File: config.mk
export PLATFORM = sky130hd
export DESIGN_NAME = dfd_cla_ones_count_sched_flat
export DESIGN_NICKNAME = d
export VERILOG_FILES = /design/src/rtl/dfd_cla_pkg.sv /design/src/rtl/dfd_cla_ones_count_sched_if.sv /design/src/rtl/dfd_cla_popcount_eq.sv /design/src/rtl/dfd_cla_ones_count_sched.sv /design/src/flat_wrapper.sv
export SDC_FILE = /design/constraint.sdc
export NUM_CORES = 1
export LEC_CHECK = 0
export ABC_AREA = 1
export BUFFER_PORTS_ARGS = -buffer_cell sky130_fd_sc_hd__buf_2
export CORE_MARGIN = 4
export CORE_UTILIZATION = 45
export CTS_BUF_LIST = sky130_fd_sc_hd__clkbuf_16
export CTS_CLUSTER_DIAMETER = 30
export DETAILED_ROUTE_END_ITERATION = 10
export PLACE_DENSITY_LB_ADDON = 0.12
export RECOVER_POWER = 100
export SLEW_MARGIN = 20
export SYNTH_ARGS = -nofsm -noshare
export SYNTH_HDL_FRONTEND = slang
export SYNTH_SLANG_ARGS = --single-unit
File: constraint.sdc
create_clock -name clock -period 11.77 [get_ports clock]
set_input_delay 1.177 -clock clock [delete_from_list [all_inputs] [get_ports clock]]
set_output_delay 1.177 -clock clock [all_outputs]
set_load 0.02 [all_outputs]
File: src/rtl/dfd_cla_pkg.sv
// rtl/dfd_cla_pkg.sv - CLA shared types and sizing for the ones-count scheduler
package dfd_cla_pkg;

  localparam int DEBUG_SIGNALS_WIDTH = 64;
  localparam int ONES_CNT_W          = $clog2(DEBUG_SIGNALS_WIDTH) + 1;
  localparam int ONES_NUM_CTX        = 4;
  localparam int ONES_HOLD_W         = 8;

  typedef enum logic [1:0] {
    IDLE,
    CAPTURE,
    EVAL,
    PUBLISH
  } ones_sched_state_e;

endpackage

File: src/rtl/dfd_cla_ones_count_sched_if.sv
// rtl/dfd_cla_ones_count_sched_if.sv - CSR-side and trigger-side signals of the ones-count scheduler
interface dfd_cla_ones_count_sched_if
  import dfd_cla_pkg::*;
#(
  parameter int DSW     = DEBUG_SIGNALS_WIDTH,
  parameter int NUM_CTX = ONES_NUM_CTX,
  parameter int HOLD_W  = ONES_HOLD_W,
  parameter int CNT_W   = ONES_CNT_W
);
  logic                            clear;
  logic                            en;
  logic [NUM_CTX-1:0]              ctx_en;
  logic [NUM_CTX-1:0][DSW-1:0]     ctx_mask;
  logic [NUM_CTX-1:0][CNT_W-1:0]   ctx_value;
  logic [NUM_CTX-1:0][HOLD_W-1:0]  ctx_hold;
  logic [DSW-1:0]                  debug_signals;
  logic [NUM_CTX-1:0]              ctx_match;
  logic                            match_valid;
  logic                            busy;

  modport master (
    output clear, en, ctx_en, ctx_mask, ctx_value, ctx_hold, debug_signals,
    input  ctx_match, match_valid, busy
  );

  modport slave (
    input  clear, en, ctx_en, ctx_mask, ctx_value, ctx_hold, debug_signals,
    output ctx_match, match_valid, busy
  );
endinterface

File: src/rtl/dfd_cla_popcount_eq.sv
// rtl/dfd_cla_popcount_eq.sv - combinational masked ones-count compared against an expected value
module dfd_cla_popcount_eq #(
  parameter int DW = 64,
  parameter int CW = 7
) (
  input  logic [DW-1:0] data,
  input  logic [DW-1:0] mask,
  input  logic [CW-1:0] value,
  output logic          eq
);
  logic [CW-1:0] ones;

  // CW holds 0..DW inclusive, so the sum never wraps
  always_comb begin
    ones = '0;
    for (int i = 0; i < DW; i++) begin
      ones = ones + CW'(data[i] & mask[i]);
    end
    eq = (ones == value);
  end
endmodule

File: src/rtl/dfd_cla_ones_count_sched.sv
// rtl/dfd_cla_ones_count_sched.sv - one shared ones-count datapath time-sliced over NUM_CTX trigger contexts
module dfd_cla_ones_count_sched
  import dfd_cla_pkg::*;
#(
  parameter int DSW     = DEBUG_SIGNALS_WIDTH,
  parameter int NUM_CTX = ONES_NUM_CTX,
  parameter int HOLD_W  = ONES_HOLD_W,
  parameter int CNT_W   = $clog2(DSW) + 1
) (
  input logic                        clock,
  input logic                        reset,
  dfd_cla_ones_count_sched_if.slave  bus
);
  localparam int PTR_W = (NUM_CTX > 1) ? $clog2(NUM_CTX) : 1;

  ones_sched_state_e               state_q, state_d;
  logic [PTR_W-1:0]                ptr_q, ptr_d;
  logic [NUM_CTX-1:0]              en_snap_q;
  logic [DSW-1:0]                  snap_q;
  logic [NUM_CTX-1:0][HOLD_W-1:0]  cnt_q;
  logic [NUM_CTX-1:0]              ctx_match_q;
  logic [NUM_CTX-1:0]              above_mask;
  logic [NUM_CTX-1:0]              next_above;
  logic                            eval_eq;
  logic                            start_round;

  function automatic logic [PTR_W-1:0] lsb_idx(input logic [NUM_CTX-1:0] v);
    lsb_idx = '0;
    for (int i = NUM_CTX - 1; i >= 0; i--) begin
      if (v[i]) lsb_idx = PTR_W'(i);
    end
  endfunction

  dfd_cla_popcount_eq #(
    .DW (DSW),
    .CW (CNT_W)
  ) u_popcount_eq (
    .data  (snap_q),
    .mask  (bus.ctx_mask[ptr_q]),
    .value (bus.ctx_value[ptr_q]),
    .eq    (eval_eq)
  );

  // Contexts strictly above ptr; the shift wraps to zero when ptr is the top index
  assign above_mask  = ~((NUM_CTX'(2) << ptr_q) - NUM_CTX'(1));
  assign next_above  = en_snap_q & above_mask;
  assign start_round = bus.en && (|bus.ctx_en);

  always_comb begin
    state_d = state_q;
    ptr_d   = ptr_q;
    case (state_q)
      IDLE:    if (start_round) state_d = CAPTURE;
      CAPTURE: begin
        state_d = EVAL;
        ptr_d   = lsb_idx(bus.ctx_en);
      end
      EVAL: begin
        if (|next_above) ptr_d = lsb_idx(next_above);
        else             state_d = PUBLISH;
      end
      PUBLISH: state_d = start_round ? CAPTURE : IDLE;
      default: state_d = IDLE;
    endcase
  end

  always_ff @(posedge clock or posedge reset) begin
    if (reset) begin
      state_q     <= IDLE;
      ptr_q       <= '0;
      en_snap_q   <= '0;
      snap_q      <= '0;
      cnt_q       <= '0;
      ctx_match_q <= '0;
    end else if (bus.clear) begin
      state_q     <= IDLE;
      ptr_q       <= '0;
      en_snap_q   <= '0;
      snap_q      <= '0;
      cnt_q       <= '0;
      ctx_match_q <= '0;
    end else begin
      state_q <= state_d;
      ptr_q   <= ptr_d;
      if (state_q == CAPTURE) begin
        snap_q    <= bus.debug_signals;
        en_snap_q <= bus.ctx_en;
      end
      // Guard keeps a round captured with no enabled context from touching ctx 0
      if (state_q == EVAL && en_snap_q[ptr_q]) begin
        if (!eval_eq)                cnt_q[ptr_q] <= '0;
        else if (cnt_q[ptr_q] != '1) cnt_q[ptr_q] <= cnt_q[ptr_q] + HOLD_W'(1);
      end
      if (state_q == PUBLISH) begin
        for (int i = 0; i < NUM_CTX; i++) begin
          if (en_snap_q[i]) begin
            ctx_match_q[i] <= (cnt_q[i] >= ((bus.ctx_hold[i] == '0) ? HOLD_W'(1) : bus.ctx_hold[i]));
          end else begin
            ctx_match_q[i] <= 1'b0;
            cnt_q[i]       <= '0;
          end
        end
      end
    end
  end

  assign bus.ctx_match   = ctx_match_q;
  assign bus.match_valid = (state_q == PUBLISH);
  assign bus.busy        = (state_q != IDLE);
endmodule

File: src/flat_wrapper.sv
// flat-port wrapper written by rule: the top's interface ports become plain ports
module dfd_cla_ones_count_sched_flat import dfd_cla_pkg::*;
#(
  parameter int DSW     = DEBUG_SIGNALS_WIDTH,
  parameter int NUM_CTX = ONES_NUM_CTX,
  parameter int HOLD_W  = ONES_HOLD_W,
  parameter int CNT_W   = $clog2(DSW) + 1
)
  (clock, reset, bus_clear, bus_en, bus_ctx_en, bus_ctx_mask, bus_ctx_value, bus_ctx_hold, bus_debug_signals, bus_ctx_match, bus_match_valid, bus_busy);
  dfd_cla_ones_count_sched_if #(.DSW(DSW), .NUM_CTX(NUM_CTX), .HOLD_W(HOLD_W), .CNT_W(CNT_W)) bus_i ();
  input logic clock;
  input logic reset;
  input wire logic [$bits(bus_i.clear)-1:0] bus_clear;
  input wire logic [$bits(bus_i.en)-1:0] bus_en;
  input wire logic [$bits(bus_i.ctx_en)-1:0] bus_ctx_en;
  input wire logic [$bits(bus_i.ctx_mask)-1:0] bus_ctx_mask;
  input wire logic [$bits(bus_i.ctx_value)-1:0] bus_ctx_value;
  input wire logic [$bits(bus_i.ctx_hold)-1:0] bus_ctx_hold;
  input wire logic [$bits(bus_i.debug_signals)-1:0] bus_debug_signals;
  output wire logic [$bits(bus_i.ctx_match)-1:0] bus_ctx_match;
  output wire logic [$bits(bus_i.match_valid)-1:0] bus_match_valid;
  output wire logic [$bits(bus_i.busy)-1:0] bus_busy;
  assign bus_i.clear = bus_clear;
  assign bus_i.en = bus_en;
  assign bus_i.ctx_en = bus_ctx_en;
  assign bus_i.ctx_mask = bus_ctx_mask;
  assign bus_i.ctx_value = bus_ctx_value;
  assign bus_i.ctx_hold = bus_ctx_hold;
  assign bus_i.debug_signals = bus_debug_signals;
  assign bus_ctx_match = bus_i.ctx_match;
  assign bus_match_valid = bus_i.match_valid;
  assign bus_busy = bus_i.busy;
  dfd_cla_ones_count_sched #(.DSW(DSW), .NUM_CTX(NUM_CTX), .HOLD_W(HOLD_W), .CNT_W(CNT_W)) u_core (.clock(clock), .reset(reset), .bus(bus_i));
endmodule
-- Yosys cells after proc, flatten, opt, wreduce, memory -nomap -nowiden
Cells that the tools add are included.
- add/subtract/negate cells: 65
- $mul: 0
- divide/modulo/power cells: 0
- $lt $le $gt $ge: 6
- equal/unequal tests: 8
- shifts and indexed selects: 1
- multiplexer cells: 50
- bitwise logic cells: 68
- reduce and logical (&&, ||, !) cells: 16
- operator list (operator ; count):
    $add 7x1->7 ; 63
    $mux 64 ; 3
    $mux 32 ; 5
    $bmux 64 s2 ; 1
    $mux 8 ; 10
    $and 1x1->1 ; 64
    $and 32x32->32 ; 1
    $bwmux 32 ; 1
    $ge 8x8->1 ; 4
    $logic_not 8->1 ; 4
    $not 32->32 ; 1
    $mux 2 ; 13
    $bmux 8 s2 ; 1
    $demux 8 s2 ; 1
    $mux 4 ; 4
    $bmux 7 s2 ; 1
    $add 8x1->8 const B ; 1
    $ne 8x8->1 const B ; 1
    $pmux 2 s4 ; 1
    $reduce_or 4->1 ; 2
    $eq 7x7->1 ; 1
    $mux 7 ; 1
    $mux 1 ; 6
    $ne 3x2->1 const B ; 2
    other kinds (16) ; 22
- flip-flop bits (word level): 108
- latch bits: 0
- memory bits (writable): 0
- bits in read-only memories: 0
- bits of input ports: 388
- memories kept: 0

-- Logic depth before layout (Yosys ltp)
Gate-level depths: netlist (run 1).
- depth in word-level cells: 72
- depth in mapped cells: 40
- gate-level depth less buffers: 36

-- Modules after synthesis
A second synthesis (run 1) with hierarchy kept.
- cell total of the unflattened synthesis: 1502
- area total of the unflattened synthesis: 10447.5 sq um
- modules (own cells, without submodules) (module ; times used ; cells an instance ; area each (sq um) ; seq. area each (sq um)):
    dfd_cla_ones_count_sched ; 1 ; 1201 ; 8230.4 ; 2702.6
    dfd_cla_popcount_eq ; 1 ; 301 ; 2217.1 ; 0.0

-- Worst setup path after synthesis (run 1)
No wires, ideal clock.
- kind: register -> register
- start: reg u_core.ptr_q[1]
- end: reg u_core.cnt_q[21] in the netlist's numbering
- arrival time: 7680 ps
- required time: 11649 ps
- setup slack: 3969 ps
- stages on the path, launching flop included: 37
- cell sequence: dfrtp_1 buf_4 nor2_1 clkbuf_1 clkbuf_1 a22oi_1 nand2_1 nand2_1 fa_1 inv_1 fa_1 inv_1 fa_1 inv_1 fa_1 inv_1 fa_1 inv_1 fa_1 fa_1 fa_1 ha_1 inv_1 fa_1 xnor2_1 inv_1 nand2_1 nand2_1 inv_1 nand2_1 nor2_2 nand3_1 buf_2 nand2_1 nand2_1 nor2_1 nor2_1
- word-level cells in the longest chain between the ends: 72
- elaborated cells between the ends (all ways): 153
- ends and longest elaborated chain (item ; RTL line ; source):
    from (decl) ; dfd_cla_ones_count_sched.sv:17 ; logic [PTR_W-1:0] ptr_q, ptr_d;
    from (signal assigned) ; dfd_cla_ones_count_sched.sv:84 ; ptr_q <= ptr_d;
    $bmux 64 s2 ; dfd_cla_ones_count_sched.sv:39 ; .mask (bus.ctx_mask[ptr_q]),
    $mux 64 (not written as such) ; dfd_cla_ones_count_sched.sv:39 ;
    $and 1x1->1 ; dfd_cla_popcount_eq.sv:17 ; ones = ones + CW'(data[i] & mask[i]);
    $add 7x1->7 (63 in a row) ; dfd_cla_popcount_eq.sv:17 ;
    $eq 7x7->1 ; dfd_cla_popcount_eq.sv:19 ; eq = (ones == value);
    $mux 32 ; dfd_cla_ones_count_sched.sv:91 ; if (!eval_eq) cnt_q[ptr_q] <= '0;
    $mux 32 (*) ; dfd_cla_ones_count_sched.sv:90 ; if (state_q == EVAL && en_snap_q[ptr_q]) begin
    $mux 8 ; dfd_cla_ones_count_sched.sv:96 ; if (en_snap_q[i]) begin
    $mux 32 (*) ; dfd_cla_ones_count_sched.sv:94 ; if (state_q == PUBLISH) begin
    $mux 32 (*) ; dfd_cla_ones_count_sched.sv:75 ; end else if (bus.clear) begin
    to (signal assigned) ; dfd_cla_ones_count_sched.sv:80 ; cnt_q <= '0;
    to (signal, indexed assignment) ; dfd_cla_ones_count_sched.sv:91 ;
    to (signal, indexed assignment) ; dfd_cla_ones_count_sched.sv:100 ; cnt_q[i] <= '0;
    to (decl) ; dfd_cla_ones_count_sched.sv:20 ; logic [NUM_CTX-1:0][HOLD_W-1:0] cnt_q;
Every way passes the cells marked *; elsewhere a longest branch is shown, timed or not. The select of a mux whose other input is x is not followed.
A chain may end at the register's enable or synchronous reset.

-- Final worst setup path (run 1)
- start: reg u_core.ptr_q[0]
- end: reg u_core.cnt_q[21] in the netlist's numbering
Same word-level chain as after synthesis.

==> summary.txt, run 1 <==
Status
  – Run status: finished with violations
  – Failing checks: max-capacitance violations, max-slew violations

GRT
  – Maximum number of pins on one net before global-route repair: 74
  – First-pass GRT wire length: 64650 um
  – Initial antenna violation count: 5
  – Remaining global-route overflow: 0
  – Number of global-route vias before repair: 11726
  – Total Routing Usage GR: 31.77%

Logic synthesis
  – Synth Net Count: 2049
  – Yosys reg bits: 108
  – Top FF cell, synth: dfrtp_1
  – Synth warn: 0
  – Largest area contributor in the netlist: dfrtp_1
  – Post-synthesis cell count: 1555
  – EDFF count, synth: 0
  – Synth Cell Area: 10680 um^2
  – Netlist cell types: 40
  – Mean area per synthesized cell: 6.868 um^2
  – Post-synth top area share: 25.30%
  – Synth top area cells: dfrtp_1, nand2_1, fa_1
  – Async set or reset register ratio after synthesis: between 90% and 100%
  – Sequential area share after synthesis: between 20% and 30%

Detailed routing
  – DRC Markers: 0
  – 1st-iter DRT viols: 915
  – Met1 WL: 16390 um
  – Met2 Wirelength: 21750 um
  – Top sig layer: met5
  – WL per Instance: 19.31 um
  – WL final: 42920 um
  – DR WL met3: ~2600 um
  – DR pass1 iterations: 7
  – Vias per Instance: around 5.4
  – Vias post-DR: 12036
  – Antenna Nets Post-Route: 0

Placement
  – Detailed Place HPWL: 33960 um
  – I/O Buffers: 393
  – RD Place Congestion: 0.9949
  – Inst Count DP: 2201
  – Dpl cell area: 12830 um^2

Power and ir drop
  – Switching Share: 53.63%
  – Power Density: between 200 and 250 nW/um^2
  – Logic gate share of total power: 72.7%
  – Sequential share of power: 15.9%
  – Max VDD drop: 0.1896 mV
  – Int Pwr: 1.425 mW
  – P_sw: around 1.6 mW
  – Clock Power Share: a little under an eighth
  – Lkg Pwr: 6.828 nW

Setup path
  – Critical path type: flop to flop
  – Critical Path Slowest Stage Cell: nor2_1
  – Max incr delay on CP: around 1300 ps
  – CP startpoint: u_core.ptr_q[0]$_DFFE_PP0P_
  – Crit-path max FO: 48
  – Most frequent CP cell: fa_1
  – WP data arrival: 10530 ps
  – Critical Path End Type: flop
  – Reg2reg setup slack: about 1500 ps
  – CP Buf/Inv Count: 8
  – R2r endpoint: u_core.cnt_q[21]$_DFF_PP0_
  – Worst EP required: 12030 ps
  – Critical path startpoint category: flop
  – Critical path's top delay family: adder cells
  – Worst r2r path cells: 31
  – RR Startpoint: u_core.ptr_q[0]$_DFFE_PP0P_

STA
  – Period utilisation layout: between 80% and 90%
  – Rel. slew slack: -132.7%
  – Slew @ Worst Pin: 3490 ps
  – Final Critical Period: 10270 ps
  – Unrepaired setup endpoints after global routing: false
  – Final Hold Fails: 0
  – WHS: 493.0 ps
  – Final setup TNS: 0 ps
  – Fmax: 0.09740 GHz
  – Final setup fails: 0
  – Fin. max-slew vios: 200
  – Layout Skew: 14.23 ps

Clock network
  – Worst-path clk slew: 80 ps
  – Htree depth: 3
  – Setup bufs post-CTS: 0
  – TritonCTS Buffers: 9
  – Root Buffer Master: clkbuf_16
  – CTS sink count: 108
  – CTS max path bufs: 2
  – Hold_buf cts: 0
  – Clock latency on the worst-skew pair: 370 ps
  – Post-cts sizing count: 0
  – TritonCTS clock tree: yes

Floorplanning
  – Core area: 23400 um^2
  – Boundary pin count: 394
  – Die width: 162.1 um
  – Rows: 56
  – Initial Utilization: 45.64%
  – Die area: 26260 um^2
  – DIE HEIGHT: 162.1 um

Min path
  – Worst min path class: flop to flop
  – Beginning of the worst hold path: u_core.bus.ctx_match[1]$_DFFE_PP0P_
  – Hold depth: 2
  – Worst Hold Path EP: u_core.bus.ctx_match[1]$_DFFE_PP0P_

Layout
  – Final Util: a little under three fifths
  – Share of cells above drive strength 1: 22.92%
  – Fillers: 2397
  – Area grow syn2layout: 22.94%
  – Final nets: roughly 2400
  – Design Area, Final: 13130 um^2
  – Multi-input gate area: 6656 um^2
  – Final non-filler cell total: approximately 2200
  – Register area: 2703 um^2

Job
  – Total of max-cap violations: 4
## worst register-to-register path, delay by kind of cell (launching register included)
family,cells,cell delay (ps)
adders and majority gates,10,4600
xor gates and xnor gates,1,200
buffers and inverters,8,1670
and+or+nand+nor,10,2690
AOI/OAI and AO/OA,2,470
DFF,1,530
## kinds of logic (layout without fill, tap and decap cells)
group                      count (synthesis)  after routing  synth area share (%)
other                                      0              5                     0
AOI/OAI and AO/OA                        360            360                 20.44
DFF                                      108            108                 25.30
and+or+nand+nor                          634            634                 24.88
buffers and inverters                    340            683                 12.51
adders and majority gates                106            106                 16.21
xor gates and xnor gates                   7              7                0.6444
## through the flow
stage | total power [mW] | setup WS (ps)
after detailed placement | 2.741 | 2004
final | 3.072 | 1503
after global placement | 2.686 | 2168
after CTS | 3.092 | 1996
after floorplan | 2.100 | 3969
after global routing | 3.408 | 855.7
## area by class of cell
cell class	instances	share of cell area [%]
diodes	5	0.09529
clock buffers	9	1.715
clock inverters	7	0.7433
inverters	257	7.376
multi-input cells	1107	50.70
flip-flops and latches	108	20.58
well taps	319	3.040
repair buffers	410	15.75
## synth_stat cells (3+ instances only)
| master | instances |
|---|---|
| nand4_1 | 6 |
| nor2_2 | 8 |
| dfrtp_1 | 108 |
| fa_1 | 54 |
| xor2_1 | 5 |
| nand3_1 | 150 |
| buf_2 | 13 |
| nor2_1 | 81 |
| a41o_1 | 4 |
| ha_1 | 52 |
| a21oi_1 | 84 |
| o22ai_1 | 8 |
| buf_6 | 4 |
| inv_1 | 251 |
| inv_2 | 4 |
| nand3b_1 | 3 |
| nor4_1 | 4 |
| o21ai_0 | 121 |
| nand2_2 | 3 |
| clkbuf_1 | 62 |
| a22oi_1 | 128 |
| o21ai_1 | 4 |
| nand2_1 | 374 |
| buf_4 | 3 |
## cells in the final DEF, fill, tap and decap left out, types with 51 or more instances in the layout
master   Yosys  final
dfrtp_1    108    108
ha_1        52     51
a21oi_1     84     84
fa_1        54     54
nand3_1    150    150
o21ai_0    121    121
nand2_1    374    374
buf_2       13    384
a22oi_1    128    128
nor2_1      81     80
inv_1      251    251
## per-layer routing
layer | vias to the layer above | GRT usage (%)
li1 | 5770 | -
met4 | 4 | 14.30
met1 | 5645 | 38.65
met3 | 102 | 4.846
met5 | - | 0
met2 | 515 | 55.71
## power groups by stage
stage	Sequential, mW	Clock, mW	Combinational [mW]
2_1_floorplan	0.470	0	1.63
3_3_place_gp	0.494	0	2.19
3_5_place_dp	0.495	0	2.25
4_1_cts	0.488	0.351	2.25
5_1_grt	0.497	0.365	2.55
6_report	0.489	0.349	2.23
## sequential cells by signal (all words and copies together), names as in the netlist
signal,count
u_core.bus.ctx_match,4
u_core.cnt_q,32
u_core.en_snap_q,4
u_core.ptr_q,2
u_core.snap_q,64
u_core.state_q,2
## how the worst max path moves through the flow
stage | end | cells past startpoint
after CTS | u_core.cnt_q[7]$_DFF_PP0_ | 29
after detailed placement | u_core.cnt_q[7]$_DFF_PP0_ | 29
after global routing | u_core.cnt_q[5]$_DFF_PP0_ | 33
after floorplan | u_core.cnt_q[21]$_DFF_PP0_ | 36
final | u_core.cnt_q[21]$_DFF_PP0_ | 31
after global placement | u_core.cnt_q[7]$_DFF_PP0_ | 31
Note: power is estimated with default switching activity, not from simulation.
==> run 2: changes to the inputs <==
--- a/config.mk
+++ b/config.mk
@@ -17,4 +17,5 @@
 export SLEW_MARGIN = 20
 export SYNTH_ARGS = -nofsm -noshare
 export SYNTH_HDL_FRONTEND = slang
+export SYNTH_HIERARCHICAL = 1
 export SYNTH_SLANG_ARGS = --single-unit
==> summary.txt, run 2 <==
Logic synthesis
  – Largest family of logic cells by synthesized area: simple AND/OR/NAND/NOR gates (unchanged)
  – Mean area per synthesized cell: 6.956 um^2 (was 6.868 um^2)
  – Largest area contributor in the netlist: dfrtp_1 (unchanged)
  – Netlist cell types: 39 (was 40)
  – Synth top area cells: dfrtp_1, nand2_1, fa_1 (unchanged)
  – Synth Net Count: 1997 (was 2049)
  – EDFF count, synth: 0 (unchanged)
  – Simple-gate area share of the yosys netlist: 26.73% (was 24.88%)
  – Sequential area share after synthesis: 25.87% (was 25.30%)
  – Adder-cell area share of the yosys netlist: 16.69% (was 16.21%)
  – Synth Cell Area: 10450 um^2 (was 10680 um^2)
  – Post-synth top area share: 25.87% (was 25.30%)
  – Synth Area in Compound Gates: 18.47% (was 20.44%)
  – Commonest cells post-synth: nand2_1, inv_1, nand3_1, o21ai_0, dfrtp_1 (was nand2_1, inv_1, nand3_1, a22oi_1, o21ai_0)
  – Synth warn: 6 (was 0)
  – Mux contribution to synthesized area: 0% (unchanged)
  – Yosys reg bits: 108 (unchanged)
  – Async set or reset register ratio after synthesis: 100.0% (unchanged)
  – Post-synthesis cell count: 1502 (was 1555)
  – XOR/XNOR Fraction of Synth Area: 0.08383% (was 0.6443%)
  – Count leader, synth: nand2_1 (unchanged)
  – Top FF cell, synth: dfrtp_1 (unchanged)

Clock network
  – TritonCTS clock tree: yes (unchanged)
  – Htree depth: 3 (unchanged)
  – Post-cts sizing count: 0 (unchanged)
  – CTS max path bufs: 2 (unchanged)
  – Clock latency on the worst-skew pair: 350 ps (was 370 ps)
  – Worst-path clk slew: 80 ps (about the same)
  – TritonCTS Buffers: 9 (unchanged)
  – Hold_buf cts: 0 (unchanged)
  – CTS sink count: 108 (unchanged)
  – Setup bufs post-CTS: 0 (unchanged)
  – Root Buffer Master: clkbuf_16 (unchanged)

Placement
  – Detailed Place HPWL: 30340 um (was 33960 um)
  – I/O Buffers: 393 (unchanged)
  – RD Place Congestion: 0.9307 (was 0.9949)
  – Post-place setup slack: 2033 ps (was 2004 ps)

Setup path
  – Worst r2r path cells: 32 (was 31)
  – Critical path startpoint category: flop (unchanged)
  – Max incr delay on CP: 970 ps (was 1320 ps)
  – CP startpoint: u_core/ptr_q[0]$_DFFE_PP0P_ (was u_core.ptr_q[0]$_DFFE_PP0P_)
  – Critical Path Slowest Stage Cell: clkbuf_1 (was nor2_1)
  – Setup crit end: u_core/cnt_q[31]$_DFF_PP0_ (was u_core.cnt_q[21]$_DFF_PP0_)
  – RR Startpoint: u_core/ptr_q[0]$_DFFE_PP0P_ (was u_core.ptr_q[0]$_DFFE_PP0P_)
  – WP data arrival: 10420 ps (was 10530 ps)
  – R2r endpoint: u_core/cnt_q[31]$_DFF_PP0_ (was u_core.cnt_q[21]$_DFF_PP0_)
  – Reg2reg setup slack: 1550 ps (was 1500 ps)
  – Critical path type: flop to flop (unchanged)
  – Most frequent CP cell: fa_1 (unchanged)
  – CP Buf/Inv Count: 8 (unchanged)
  – Worst EP required: 11970 ps (was 12030 ps)
  – Critical path's top delay family: adder cells (unchanged)
  – Crit-path max FO: 55 (was 48)
  – Critical Path End Type: flop (unchanged)
  – WP depth: 32 (was 31)

Floorplanning
  – Core area: 22710 um^2 (was 23400 um^2)
  – Rows: 55 (was 56)
  – Die area: 25720 um^2 (was 26260 um^2)
  – Initial Utilization: 46.01% (was 45.64%)
  – Die width: 160.4 um (was 162.1 um)
  – Boundary pin count: 394 (unchanged)
  – DIE HEIGHT: 160.4 um (was 162.1 um)

Job
  – Total of max-cap violations: 4 (unchanged)

Layout
  – Largest regs: u_core/snap_q (64), u_core/cnt_q (32) (was u_core.snap_q (64), u_core.cnt_q (32))
  – Area grow syn2layout: 22.07% (was 22.94%)
  – Largest Register: u_core/snap_q (was u_core.snap_q)
  – Commonest non-fill, non-tap cell in the layout: nand2_1 (was buf_2)
  – Share of cells above drive strength 1: 24.00% (was 22.92%)
  – Final nets: 2336 (was 2387)
  – Commonest cells after routing, fill and taps aside: nand2_1, buf_2, inv_1 (was buf_2, nand2_1, inv_1)
  – Max reg flops: 64 (unchanged)

GRT
  – Total Routing Usage GR: 28.89% (was 31.77%)
  – Initial antenna violation count: 2 (was 5)
  – Maximum number of pins on one net before global-route repair: 78 (was 74)
  – First-pass GRT wire length: 59840 um (was 64650 um)
  – Remaining global-route overflow: 0 (unchanged)
  – Number of global-route vias before repair: 11189 (was 11726)

STA
  – Fin. max-slew vios: 245 (was 200)
  – Layout Skew: 12.08 ps (was 14.23 ps)
  – Unrepaired setup endpoints after global routing: false (unchanged)
  – Final Critical Period: 10220 ps (was 10270 ps)
  – Final WS setup: 1552 ps (was 1503 ps)
  – Period utilisation layout: 86.81% (was 87.23%)
  – Fmax: 0.09787 GHz (was 0.09740 GHz)
  – Rel. slew slack: -177.8% (was -132.7%)
  – Slew @ Worst Pin: 4167 ps (was 3490 ps)
  – Final Hold Fails: 0 (unchanged)
  – Final setup fails: 0 (unchanged)
  – Final setup TNS: 0 ps (unchanged)

Power and ir drop
  – Lkg Pwr: 6.734 nW (was 6.828 nW)
  – Power Density: 212.4 nW/um^2 (was 234.0 nW/um^2)
  – Max VDD drop: 0.2936 mV (was 0.1896 mV)
  – Power Total: 2.709 mW (was 3.072 mW)

Detailed routing
  – DRC Markers: 0 (unchanged)
  – Vias per Instance: 5.363 (was 5.417)
  – DR pass1 iterations: 5 (was 7)
  – Antenna Nets Post-Route: 0 (unchanged)
  – WL per Instance: 18.19 um (was 19.31 um)
  – 1st-iter DRT viols: 863 (was 915)
  – WL final: 38800 um (was 42920 um)
  – Vias post-DR: 11439 (was 12036)

Status
  – Run status: finished with violations (unchanged)
  – Failing checks: max-capacitance violations, max-slew violations (unchanged)

Min path
  – Beginning of the worst hold path: u_core/en_snap_q[1]$_DFFE_PP0P_ (was u_core.bus.ctx_match[1]$_DFFE_PP0P_)
  – Worst min path class: flop to flop (unchanged)
==> run 2: tightest hold or removal path: stages (launching register included) <==
cell	delay (ps)
dfrtp_1	360
nand3_1	80
nand2_1	60
==> run 2: per-stage QoR <==
step                      std cells  instance area [um^2]  util (%)  hold WS (ps)
after global placement         2115                 12520     55.14         493.9
after detailed placement       2115                 12520     55.14         502.2
after CTS                      2131                 12790     56.34         528.8
final                          2133                 12750     56.16         525.1
after global routing           2133                 12750     56.16         543.6
after floorplan                1502                 10450         -         468.7
==> run 2: per-layer routing <==
layer  global-route usage (%)  share of wire, %  up-vias
li1                         -                 -     5584
met3                    5.312               8.7       38
met5                        0                 0        -
met1                    40.66                44     5283
met2                    46.55                46      534
met4                    6.766               1.7        0
==> run 2: area by class of cell <==
class,count,area [um^2]
timing repair buffer,402,2009
multi-input combinational,1069,6457
fill,2338,9956
clock buffer,9,225.2
inverter,251,948.4
tap,285,356.6
clock inverter,7,48.80
sequential,108,2703
antenna,2,5.005
==> run 2: worst min-delay path by stage <==
| stage | slack [ps] | cells past startpoint | to |
|---|---|---|---|
| 2_1_floorplan | 470 | 2 | u_core/bus.ctx_match[1]$_DFFE_PP0P_ |
| 3_3_place_gp | 490 | 2 | u_core/bus.ctx_match[1]$_DFFE_PP0P_ |
| 3_5_place_dp | 500 | 2 | u_core/bus.ctx_match[3]$_DFFE_PP0P_ |
| 4_1_cts | 530 | 2 | u_core/bus.ctx_match[3]$_DFFE_PP0P_ |
| 5_1_grt | 540 | 2 | u_core/bus.ctx_match[1]$_DFFE_PP0P_ |
| 6_report | 530 | 2 | u_core/bus.ctx_match[1]$_DFFE_PP0P_ |
==> run 2: power by group <==
part           total [mW]  switching, mW  internal (mW)
combinational        1.91           1.20          0.711
clock               0.297          0.152          0.145
sequential          0.497         0.0596          0.437
==> run 2: cell families after synthesis <==
logic type | Yosys count
AO/OA/AOI/OAI | 312
XOR/XNOR | 1
adder cells (fa/ha/maj) | 107
buffers and inverters | 325
flip-flops | 108
AND/OR/NAND/NOR | 649
==> run 3: changes to the inputs <==
--- a/config.mk
+++ b/config.mk
@@ -10,7 +10,6 @@
 export CORE_MARGIN = 4
 export CORE_UTILIZATION = 45
 export CTS_BUF_LIST = sky130_fd_sc_hd__clkbuf_16
-export CTS_CLUSTER_DIAMETER = 30
 export DETAILED_ROUTE_END_ITERATION = 10
 export PLACE_DENSITY_LB_ADDON = 0.12
 export RECOVER_POWER = 100
==> constraint.sdc (replaced) <==
create_clock -name clock -period 13.04 [get_ports clock]
set_input_delay 1.304 -clock clock [delete_from_list [all_inputs] [get_ports clock]]
set_output_delay 1.304 -clock clock [all_outputs]
set_load 0.02 [all_outputs]
==> summary.txt, run 3 (same netlist as run 2, synthesis figures left out) <==
Clock network
  – Root Buffer Master: clkbuf_16 (unchanged)
  – TritonCTS clock tree: yes (unchanged)
  – Clock latency on the worst-skew pair: 360 ps (was 350 ps)
  – TritonCTS Buffers: 9 (unchanged)
  – Setup bufs post-CTS: 0 (unchanged)
  – Worst-path clk slew: 70 ps (was 80 ps)
  – Hold_buf cts: 0 (unchanged)
  – Htree depth: 3 (unchanged)
  – CTS max path bufs: 2 (unchanged)
  – Post-cts sizing count: 0 (unchanged)
  – CTS sink count: 108 (unchanged)

Setup path
  – WP data arrival: 11030 ps (was 10420 ps)
  – Critical Path End Type: flop (unchanged)
  – Worst r2r path cells: 33 (was 32)
  – Critical path type: flop to flop (unchanged)
  – CP startpoint: u_core/ptr_q[0]$_DFFE_PP0P_ (unchanged)
  – RR Startpoint: u_core/ptr_q[0]$_DFFE_PP0P_ (unchanged)
  – Critical Path Slowest Stage Cell: clkbuf_1 (unchanged)
  – Crit-path max FO: 75 (was 55)
  – Worst EP required: 13310 ps (was 11970 ps)
  – Max incr delay on CP: 1060 ps (was 970 ps)
  – R2r endpoint: u_core/cnt_q[0]$_DFF_PP0_ (was u_core/cnt_q[31]$_DFF_PP0_)
  – Reg2reg setup slack: 2290 ps (was 1550 ps)
  – Critical path startpoint category: flop (unchanged)
  – Most frequent CP cell: fa_1 (unchanged)

Floorplanning
  – Initial Utilization: 46.01% (unchanged)
  – Boundary pin count: 394 (unchanged)
  – Die width: 160.4 um (unchanged)
  – Die area: 25720 um^2 (unchanged)
  – Rows: 55 (unchanged)
  – DIE HEIGHT: 160.4 um (unchanged)
  – Core area: 22710 um^2 (unchanged)

Power and ir drop
  – Lkg Pwr: 6.732 nW (was 6.734 nW)
  – Power Density: 192.7 nW/um^2 (was 212.4 nW/um^2)
  – Max VDD drop: 0.2441 mV (was 0.2936 mV)

STA
  – Rel. slew slack: -162.1% (was -177.8%)
  – Final setup TNS: 0 ps (unchanged)
  – WHS: 530.5 ps (was 525.1 ps)
  – Final Hold Fails: 0 (unchanged)
  – Final Critical Period: 10750 ps (was 10220 ps)
  – Unrepaired setup endpoints after global routing: false (unchanged)
  – Period utilisation layout: 82.46% (was 86.81%)
  – Final setup fails: 0 (unchanged)
  – Fin. max-slew vios: 180 (was 245)
  – Fmax: 0.09300 GHz (was 0.09787 GHz)
  – Layout Skew: 10.40 ps (was 12.08 ps)
  – Slew @ Worst Pin: 3932 ps (was 4167 ps)

Min path
  – Worst min path class: flop to flop (unchanged)
  – Worst Hold Path EP: u_core/bus.ctx_match[3]$_DFFE_PP0P_ (was u_core/bus.ctx_match[1]$_DFFE_PP0P_)
  – Beginning of the worst hold path: u_core/bus.ctx_match[3]$_DFFE_PP0P_ (was u_core/en_snap_q[1]$_DFFE_PP0P_)
  – Hold depth: 2 (unchanged)

Layout
  – Commonest cells after routing, fill and taps aside: nand2_1, buf_2, inv_1 (unchanged)
  – # diodes: 0 (was 2)
  – Share of cells above drive strength 1: 23.81% (was 24.00%)
  – Max reg flops: 64 (unchanged)
  – Commonest non-fill, non-tap cell in the layout: nand2_1 (unchanged)
  – Final nets: 2335 (was 2336)
  – Final Util: 56.30% (was 56.16%)
  – Fillers: 2281 (was 2338)
  – Largest regs: u_core/snap_q (64), u_core/cnt_q (32) (unchanged)
  – Area grow syn2layout: 22.37% (was 22.07%)
  – Largest Register: u_core/snap_q (unchanged)

Detailed routing
  – Antenna Nets Post-Route: 0 (unchanged)
  – WL final: 38210 um (was 38800 um)
  – Vias post-DR: 11319 (was 11439)
  – DRC Markers: 0 (unchanged)
  – DR pass1 iterations: 6 (was 5)
  – WL per Instance: 17.95 um (was 18.19 um)
  – 1st-iter DRT viols: 890 (was 863)
  – Vias per Instance: 5.317 (was 5.363)

Placement
  – RD Place Congestion: 0.9139 (was 0.9307)
  – I/O Buffers: 393 (unchanged)
  – Detailed Place HPWL: 29870 um (was 30340 um)

Status
  – Failing checks: max-capacitance violations, max-slew violations (unchanged)
  – Run status: finished with violations (unchanged)

GRT
  – Remaining global-route overflow: 0 (unchanged)
  – Number of global-route vias before repair: 10840 (was 11189)
  – Total Routing Usage GR: 28.71% (was 28.89%)
  – First-pass GRT wire length: 58970 um (was 59840 um)
  – Initial antenna violation count: 1 (was 2)
  – Maximum number of pins on one net before global-route repair: 80 (was 78)

Job
  – Total of max-cap violations: 3 (was 4)
## run 3: power breakdown
group	switching (mW)	total [mW]	internal (mW)
Sequential	0.0550	0.449	0.394
Clock	0.134	0.302	0.168
Combinational	1.07	1.71	0.642
Total	1.26	2.46	1.20
## run 3: how the worst max path moves through the flow
| stage | end | cells after the start | slack [ps] |
|---|---|---|---|
| 4_1_cts | u_core/cnt_q[0]$_DFF_PP0_ | 32 | 3460 |
| 3_5_place_dp | u_core/cnt_q[0]$_DFF_PP0_ | 32 | 3490 |
| 5_1_grt | u_core/cnt_q[6]$_DFF_PP0_ | 33 | 1490 |
| 2_1_floorplan | u_core/cnt_q[23]$_DFF_PP0_ | 36 | 5260 |
| 3_3_place_gp | u_core/cnt_q[6]$_DFF_PP0_ | 32 | 3780 |
| 6_report | u_core/cnt_q[0]$_DFF_PP0_ | 33 | 2290 |
## run 3: through the flow
| stage | total power, mW | setup slack, ps | instance area [um^2] | instances |
|---|---|---|---|---|
| global placement | 2.127 | 3777 | 12510 | 2114 |
| floorplan | 1.778 | 5255 | 10450 | 1502 |
| finish | 2.464 | 2287 | 12780 | 2129 |
| detailed placement | 2.161 | 3490 | 12510 | 2114 |
| CTS | 2.473 | 3464 | 12830 | 2129 |
| global route | 2.750 | 1488 | 12780 | 2129 |
## run 3: critical path: cells and delay by family (launching register included)
family          cells  cell delay, ps
compound gates      3             630
simple gates       11            1260
flops               1             900
buf+inv             9            3030
fa+ha+maj          10            4800
## run 3: area by class of cell
class	count	area, um^2	area share, %
Multi-Input combinational cell	1069	6460	50.53
Sequential cell	108	2703	21.14
Timing Repair Buffer	401	2003	15.67
Inverter	251	948.4	7.418
Tap cell	285	356.6	2.789
Clock buffer	9	225.2	1.762
Clock inverter	6	88.84	0.6949
## run 3: layer usage
layer	GRT usage, %	wire length [um]	vias up
li1	-	-	5579
met1	40.25	17020	5183
met2	45.61	17320	495
met3	5.337	2885	62
met4	8.369	991	0
met5	0	0	-
